<file path="src/rtl/satd_shift_ctrl.sv">
// satd_shift_ctrl
// Sequencer for the SATD sample shift register. It captures one ORG/CUR block
// on request and streams it to the transform datapath as LANES-wide beats
// under a valid/ready handshake. It also keeps a one-deep queue of block
// requests and a wrapping count of completed blocks.
// NUM_SAMPLES must be an integer multiple of LANES.
module satd_shift_ctrl #(
    parameter int NUM_SAMPLES = 128,
    parameter int LANES       = 8,
    parameter int CNT_W       = 16,
    localparam int BEATS      = NUM_SAMPLES / LANES,
    localparam int IDX_W      = (BEATS > 1) ? $clog2(BEATS) : 1
) (
    input  logic             clk,
    input  logic             rst,
    input  logic             start,
    input  logic             dp_ready,
    output logic             load_en,
    output logic             shift,
    output logic             out_valid,
    output logic             out_first,
    output logic             out_last,
    output logic [IDX_W-1:0] beat_idx,
    output logic             busy,
    output logic             done,
    output logic             start_overrun,
    output logic [CNT_W-1:0] blk_cnt
);

    localparam logic [IDX_W-1:0] LAST_IDX = IDX_W'(BEATS - 1);
    localparam logic [IDX_W-1:0] IDX_ONE  = IDX_W'(1);
    localparam logic [CNT_W-1:0] CNT_ONE  = CNT_W'(1);

    typedef enum logic [1:0] {
        IDLE,
        LOAD,
        STREAM,
        DONE
    } state_t;

    state_t           state;
    state_t           state_nxt;
    logic             pend;
    logic             pend_nxt;
    logic             overrun_nxt;
    logic [IDX_W-1:0] beat_nxt;
    logic [CNT_W-1:0] cnt_nxt;
    logic             consume;

    // Next-state, datapath-control outputs and request-queue bookkeeping.
    // A queued request is consumed on the way out of DONE, or from IDLE if a
    // start landed in the final DONE cycle of a block without a queued one.
    always_comb begin
        state_nxt   = state;
        pend_nxt    = pend;
        overrun_nxt = start_overrun;
        beat_nxt    = beat_idx;
        cnt_nxt     = blk_cnt;
        load_en     = 1'b0;
        out_valid   = 1'b0;
        busy        = 1'b1;
        done        = 1'b0;
        consume     = 1'b0;

        case (state)
            IDLE: begin
                busy = 1'b0;
                if (start || pend) begin
                    state_nxt = LOAD;
                end
            end
            LOAD: begin
                load_en   = 1'b1;
                beat_nxt  = '0;
                state_nxt = STREAM;
            end
            STREAM: begin
                out_valid = 1'b1;
                if (dp_ready) begin
                    if (beat_idx == LAST_IDX) begin
                        beat_nxt  = '0;
                        state_nxt = DONE;
                    end else begin
                        beat_nxt = beat_idx + IDX_ONE;
                    end
                end
            end
            DONE: begin
                done      = 1'b1;
                cnt_nxt   = blk_cnt + CNT_ONE;
                state_nxt = pend ? LOAD : IDLE;
            end
            default: begin
                state_nxt = IDLE;
            end
        endcase

        shift     = out_valid & dp_ready;
        out_first = out_valid && (beat_idx == '0);
        out_last  = out_valid && (beat_idx == LAST_IDX);

        consume = pend && ((state == IDLE) || (state == DONE));
        if (consume) begin
            pend_nxt = start;
        end else if (start && busy) begin
            if (pend) begin
                overrun_nxt = 1'b1;
            end else begin
                pend_nxt = 1'b1;
            end
        end
    end

    // Register the state and counters; reset discards any block in flight.
    always_ff @(posedge clk) begin
        if (!rst) begin
            state         <= IDLE;
            pend          <= 1'b0;
            start_overrun <= 1'b0;
            beat_idx      <= '0;
            blk_cnt       <= '0;
        end else begin
            state         <= state_nxt;
            pend          <= pend_nxt;
            start_overrun <= overrun_nxt;
            beat_idx      <= beat_nxt;
            blk_cnt       <= cnt_nxt;
        end
    end

endmodule

</file>
<file path="config.mk">
export PLATFORM = sky130hd
export DESIGN_NAME = satd_shift_ctrl
export DESIGN_NICKNAME = d
export VERILOG_FILES = /design/src/rtl/satd_shift_ctrl.sv
export SDC_FILE = /design/constraint.sdc
export NUM_CORES = 1
export LEC_CHECK = 0
export ABC_CLOCK_PERIOD_IN_PS = 3600
export BUFFER_PORTS_ARGS = -buffer_cell sky130_fd_sc_hd__buf_2
export CAP_MARGIN = 25
export CELL_PAD_IN_SITES_DETAIL_PLACEMENT = 1
export CELL_PAD_IN_SITES_GLOBAL_PLACEMENT = 1
export CORE_MARGIN = 1
export CORE_UTILIZATION = 41
export DETAILED_ROUTE_END_ITERATION = 8
export PLACE_DENSITY_LB_ADDON = 0.15
export SKIP_LAST_GASP = 1
export SYNTH_ARGS = -nofsm -noshare
export SYNTH_HDL_FRONTEND = slang
export SYNTH_SLANG_ARGS = --single-unit
</file>
<file path="constraint.sdc">
create_clock -name clk -period 3.6 [get_ports clk]
set_input_delay 0.36 -clock clk [delete_from_list [all_inputs] [get_ports clk]]
set_output_delay 0.36 -clock clk [all_outputs]
set_load 0.01 [all_outputs]
</file>
==> results of run 1 <==
==> state kept, by name (all words and copies together), names as in the netlist <==
register / cells
beat_idx: 4
blk_cnt: 16
pend: 1
state: 2
start_overrun: 1
==> logic make-up (layout without fill, tap and decap cells) <==
family | after synthesis | after routing
and+or+nand+nor | 59 | 59
muxes | 8 | 8
DFF | 24 | 24
AOI/OAI and AO/OA | 27 | 27
adders and majority gates | 7 | 7
xor gates and xnor gates | 4 | 4
buffers and inverters | 16 | 46
==> critical path, stage by stage, from the launching register on <==
cell     delay, ps
dfxtp_1        380
inv_1          120
ha_1           420
nand2_1         90
nor3_1         150
buf_2          160
==> cell type report <==
class	count	area, µm²	area share
repair buffers	31	155.1	0.1060
inverters	11	41.29	0.02821
multi-input cells	105	711.9	0.4863
well taps	31	38.79	0.02650
clock buffers	4	36.28	0.02479
flip-flops and latches	24	480.5	0.3282
==> metrics by stage <==
step           instance area, µm²  power, µW  hold WS [ps]  setup WS (ps)
4_1_cts                      1464      690.1         288.4           1576
2_1_floorplan                1255      472.2         467.7           1966
3_5_place_dp                 1428      542.3         458.0           1833
6_report                     1464      683.8         296.5           1605
3_3_place_gp                 1428      528.5         434.0           1930
5_1_grt                      1464      719.9         331.3           1471
==> worst paths after layout <==
kind | slack, ps | cells after the start | from | to
worst max-delay path | 1610 | 5 | state[0] | out_first
worst min-delay path | 300 | 3 | start | pend
worst max register to register | 1810 | 4 | state[0] | blk_cnt[9]
worst min register to register | 470 | 2 | start_overrun | start_overrun
==> cell usage in the layout, fill, tap and decap left out <==
cell / count
nor3b_1: 1
a21boi_0: 1
o31ai_1: 4
dfxtp_1: 24
a22oi_1: 1
nand2_1: 15
clkinv_1: 1
nor3_1: 1
a311oi_1: 1
xor2_1: 3
ha_1: 7
mux2i_1: 8
a221o_1: 1
nand3_4: 1
nor4_1: 5
xnor2_1: 1
and2_1: 1
a21oi_1: 13
nand3_2: 1
buf_2: 31
nand4_1: 6
clkbuf_8: 1
nand4b_1: 1
or4_1: 5
or3_1: 2
o2111a_1: 1
nand4_4: 1
nand2b_1: 6
nand3_1: 5
inv_1: 10
clkbuf_4: 3
o21ai_0: 5
nor2_1: 8
==> power groups by stage <==
stage          clock network, µW  registers (µW)  logic, µW
2_1_floorplan                  0             315        157
3_3_place_gp                   0             315        213
3_5_place_dp                   0             319        224
4_1_cts                      153             313        224
5_1_grt                      156             317        247
6_report                     149             312        223
==> routing by layer <==
| layer | part of all wire | vias up | global-route usage | wire, µm |
|---|---|---|---|---|
| met5 | 0 | - | 0 | 0 |
| met2 | 0.48 | 20 | 0.3176 | 1403 |
| met4 | 0.012 | 0 | 0.06272 | 35 |
| met1 | 0.49 | 560 | 0.2606 | 1433 |
| li1 | - | 584 | - | - |
| met3 | 0.024 | 4 | 0.02041 | 72 |
==> run_results.csv, run 1 <==
group,metric,value,unit
status,outcome,"finished, violations left",
status,violations,"design-rule violations",
sta,tightest_slew,506.2,ps
synth,async_flop_share,0,
pwr,power.density,467.1,nW/µm²
sta,max_freq,0.5013,GHz
worst_setup_path,critPathRequiredTime,3240,ps
pwr,clock_power_share,0.217,
synth,synth.area.top_cells,"dfxtp_1 38%, ha_1 7.0%, mux2i_1 6.4%",
layout,utilization,0.5175,
clock_network,post_cts_buffers,0,
global_routing,antenna_found_initial,0,
floorplanning,rows,19,
sta,fin_skew,2.853,ps
worst_setup_path,worst_setup_path_start_kind,"register",
detailed_routing,num_vias,1168,
synth,synth_adder_area_share,0.06979,
clock_network,clk_pin_slew,140,ps
detailed_routing,antenna_left,0,
global_routing,grt_max_degree,18,
synth,synthesis.instances,145,
layout,fillerInstances,362,
floorplanning,coreArea,2829,µm²
clock_network,clock_latency,320,ps
placed_design,dp_hpwl,2219,µm
pwr,pwr-share-comb,0.326,
sta,rsz0062_at_grt,"no",
synth,yosys_warnings,0,
clock_network,root_buffer,"clkbuf_4",
placed_design,gp_congestion,0.7351,
clock_network,clockBufferDepth,2,
detailed_routing,drt-initial-drc-count,20,
sta,finalSetupViolations,0,
sta,fin_crit,1995,ps
synth,synth_area,1255,µm²
floorplanning,pin_count,32,
detailed_routing,wl_per_cell,14.30,µm
synth,synth_top_family_by_area,"simple AND/OR/NAND/NOR gates",
detailed_routing,firstDrtPassIters,6,
synth,synth_area_leader_cell,"dfxtp_1",
pwr,leakagePower,0.0005922,µW
global_routing,grt_first_pass_wirelength,4988,µm
synth,ys_ff_latch,24,
detailed_routing,drc,2,
synth,post-synth-top-area-fraction,0.3829,
layout,layout.nets,187,
floorplanning,die_x,57.33,µm
placed_design,portBuffers,31,
worst_setup_path,worstSetupPathType,"reg -> out",
floorplanning,dieHeight,57.33,µm
synth,synth_xor_area_frac,0.02792,
clock_network,cts.repair.resized,0,
detailed_routing,vias_per_cell,5.670,
floorplanning,initial_core_util,0.4436,
layout,drive_gt1_frac,0.2171,
global_routing,grt_usage,0.1912,
synth,syn_nets,156,
pwr,p_int,440.2,µW
worst_hold_path,min_path_type,"in -> reg",
sta,slew_headroom,0.6605,
worst_setup_path,end_kind,"output port",
worst_setup_path,arrival,1630,ps
synth,synth_mux_area_frac,0.06381,
synth,postSynthAreaPerCell,8.655,µm²
synth,synth.distinct_cells,32,
pwr,swShare,0.3562,
sta,hold_violations,0,
pwr,power_frac_seq,0.457,
layout,layout.cells.non_filler,206,
sta,setup_tns,0,ps
layout,num_antenna_cells,0,
global_routing,grt_pass1_vias,1096,
layout,syn2layout_area_growth,16.65,%
clock_network,clkSinkCount,24,
detailed_routing,finalWirelength,2945,µm
flow_run,cap_violations,0,
synth,yosysSeqAreaShare,0.3829,
clock_network,htreeDepth,1,
clock_network,cts_made_buffers,3,
placed_design,dp.cells,202,
sta,maxSlewViolCount,0,
synth,synth-simple-area-share,0.2742,
synth,synthTopCellsByCount,"24 x dfxtp_1, 15 x nand2_1, 13 x a21oi_1",
global_routing,grt_remaining_overflow,0,
floorplanning,fp.dieArea,3286,µm²
synth,synth-compound-area-share,0.1316,
pwr,p_sw,243.6,µW
synth,synth_edf_count,0,
clock_network,tritoncts,"built",
worst_setup_path,path_max_fanout,12,
synth,synth_most_common_cell,"dfxtp_1",
sta,fin_crit_sh,0.5542,
clock_network,cts_hold_buf,0,
synth,synth-main-ff-cell,"dfxtp_1",
pwr,ir_drop,0.0002924,V
Note: power is estimated with default switching activity, not from simulation.
==> inputs of run 2 (changes only) <==
- ABC_CLOCK_PERIOD_IN_PS: 3600 -> 1850
- CORE_UTILIZATION: 41 -> 38
- clock period: 3.6 -> 1.85 ns (I/O delays scaled with it)
==> run_results.csv, run 2 (synthesis results as in run 1) <==
group,metric,value,unit
detailed_routing,drt-initial-drc-count,26,
sta,rsz0062_at_grt,"yes",
placed_design,portBuffers,31,
sta,hold_violations,0,
pwr,clock_power_share,0.266,
layout,layout.nets,189,
clock_network,cts_made_buffers,3,
worst_setup_path,path_max_fanout,10,
global_routing,antenna_found_initial,0,
worst_setup_path,critPathRequiredTime,2110,ps
floorplanning,pin_count,32,
clock_network,clkSinkCount,24,
layout,drive_gt1_frac,0.2316,
worst_setup_path,r2r_end,"blk_cnt[15]",
worst_setup_path,r2r_slack,180,ps
layout,largest_reg_flops,16,
worst_setup_path,end_kind,"register",
floorplanning,fp.dieArea,3536,µm²
floorplanning,rows,20,
sta,fin_skew,12.85,ps
detailed_routing,finalWirelength,3205,µm
detailed_routing,drc,0,
worst_setup_path,reg2reg_from,"state[1]",
pwr,ir_drop,0.0006744,V
sta,maxSlewViolCount,0,
global_routing,grt_remaining_overflow,0,
clock_network,cts_hold_buf,0,
floorplanning,initial_core_util,0.4044,
sta,finalSetupViolations,0,
global_routing,grt_pass1_vias,1170,
pwr,p_int,974.9,µW
worst_setup_path,worst_setup_path_start_kind,"register",
sta,tightest_slew,363.2,ps
sta,fin_crit_sh,0.9023,
clock_network,clock_latency,330,ps
placed_design,gp_congestion,0.7220,
floorplanning,coreArea,3103,µm²
worst_hold_path,hold_path_depth,3,
floorplanning,dieHeight,59.47,µm
layout,final_cell_mix,"31 x buf_2, 24 x dfxtp_1, 15 x nand2_1, 13 x a21oi_1, 10 x inv_1",
pwr,pwr-share-comb,0.318,
layout,top_register,"blk_cnt",
worst_setup_path,arrival,1930,ps
pwr,power.density,966.0,nW/µm²
layout,final_common_cell,"buf_2",
layout,fin_area,1524,µm²
worst_hold_path,hold_path_end,"pend",
pwr,power_frac_seq,0.417,
worst_setup_path,worst-r2r-cell-count,4,
global_routing,grt_max_degree,15,
sta,setup_tns,0,ps
global_routing,grt_first_pass_wirelength,5499,µm
floorplanning,die_x,59.47,µm
layout,num_antenna_cells,0,
pwr,leakagePower,0.0006094,µW
pwr,swShare,0.3377,
sta,max_freq,0.5991,GHz
placed_design,dp_hpwl,2431,µm
placed_design,placed_cell_area,1459,µm²
worst_hold_path,min_path_type,"in -> reg",
clock_network,htreeDepth,1,
status,outcome,"finished clean",
layout,syn2layout_area_growth,21.44,%
worst_hold_path,min_from,"start",
detailed_routing,vias_per_cell,5.367,
detailed_routing,firstDrtPassIters,4,
detailed_routing,wl_per_cell,14.50,µm
detailed_routing,num_vias,1186,
global_routing,grt_usage,0.2078,
pwr,p_sw,497.2,µW
clock_network,root_buffer,"clkbuf_4",
clock_network,tritoncts,"built",
worst_setup_path,worstSetupPathType,"reg -> reg",
layout,reg_top3,"blk_cnt x16, beat_idx x4, state x2",
clock_network,clockBufferDepth,2,
sta,slew_headroom,0.7556,
detailed_routing,antenna_left,0,
sta,fin_crit,1669,ps
clock_network,clk_pin_slew,130,ps
flow_run,cap_violations,0,
==> run 2: cell count changes in the layout (fill, tap and decap cells not counted) <==
cell / previous run / this run
buf_4: 0 / 2
bufinv_16: 0 / 1
clkbuf_8: 1 / 0
ha_1: 7 / 6
ha_4: 0 / 1
==> run 2: metal layers <==
| metal | part of all wire | track usage | up-vias |
|---|---|---|---|
| met5 | 0 | 0 | - |
| met4 | 0.014 | 0.08844 | 0 |
| met3 | 0.034 | 0.04367 | 4 |
| met2 | 0.52 | 0.3579 | 18 |
| met1 | 0.43 | 0.2473 | 581 |
| li1 | - | - | 583 |
==> run 2: how the worst max path moves through the flow <==
| stage | from | end | slack [ps] | cells past startpoint |
|---|---|---|---|---|
| 4_1_cts | state[0] | out_first | 30 | 5 |
| 6_report | state[1] | blk_cnt[15] | 180 | 4 |
| 3_5_place_dp | state[0] | blk_cnt[9] | 230 | 4 |
| 2_1_floorplan | state[0] | blk_cnt[10] | 260 | 5 |
| 5_1_grt | state[1] | blk_cnt[14] | -0.8 | 4 |
| 3_3_place_gp | state[1] | blk_cnt[11] | 280 | 4 |
==> run 2: timing repair <==
item                                    in CTS  in global routing
setup buffers                                0                  0
gates resized for setup                      0                  2
endpoints found under the setup margin       0                  2
hold endpoints to repair                     0                  0
==> run 2: layout make-up <==
cell class	instances	area (µm²)
Fill cell	409	1579
Multi-Input combinational cell	105	724.4
Sequential cell	24	480.5
Timing Repair Buffer	33	170.2
Tap cell	44	55.05
Inverter	11	41.29
Clock inverter	1	30.03
Clock buffer	3	22.52
==> run 2: worst max-delay path, stage by stage, from the launching register on <==
cell	delay, ps
dfxtp_1	450
ha_1	370
nand4_4	210
nor4_1	350
mux2i_1	230
==> run 2: power groups by stage <==
| stage | registers [µW] | logic, µW | clock network, µW |
|---|---|---|---|
| 3_3_place_gp | 616 | 422 | 0 |
| 2_1_floorplan | 614 | 305 | 0 |
| 6_report | 613 | 468 | 391 |
| 3_5_place_dp | 622 | 447 | 0 |
| 5_1_grt | 622 | 526 | 425 |
| 4_1_cts | 610 | 453 | 396 |
==> run 2: stage by stage <==
step | setup slack [ps] | cells | power, µW | utilization | hold WS (ps)
5_1_grt | -0.8036 | 221 | 1572 | 0.4911 | 146.0
2_1_floorplan | 260.1 | 145 | 918.8 | - | 329.8
3_3_place_gp | 281.3 | 217 | 1039 | 0.4702 | 435.0
3_5_place_dp | 227.7 | 217 | 1069 | 0.4702 | 445.5
4_1_cts | 28.27 | 221 | 1459 | 0.4871 | 133.5
6_report | 180.7 | 221 | 1472 | 0.4911 | 135.0
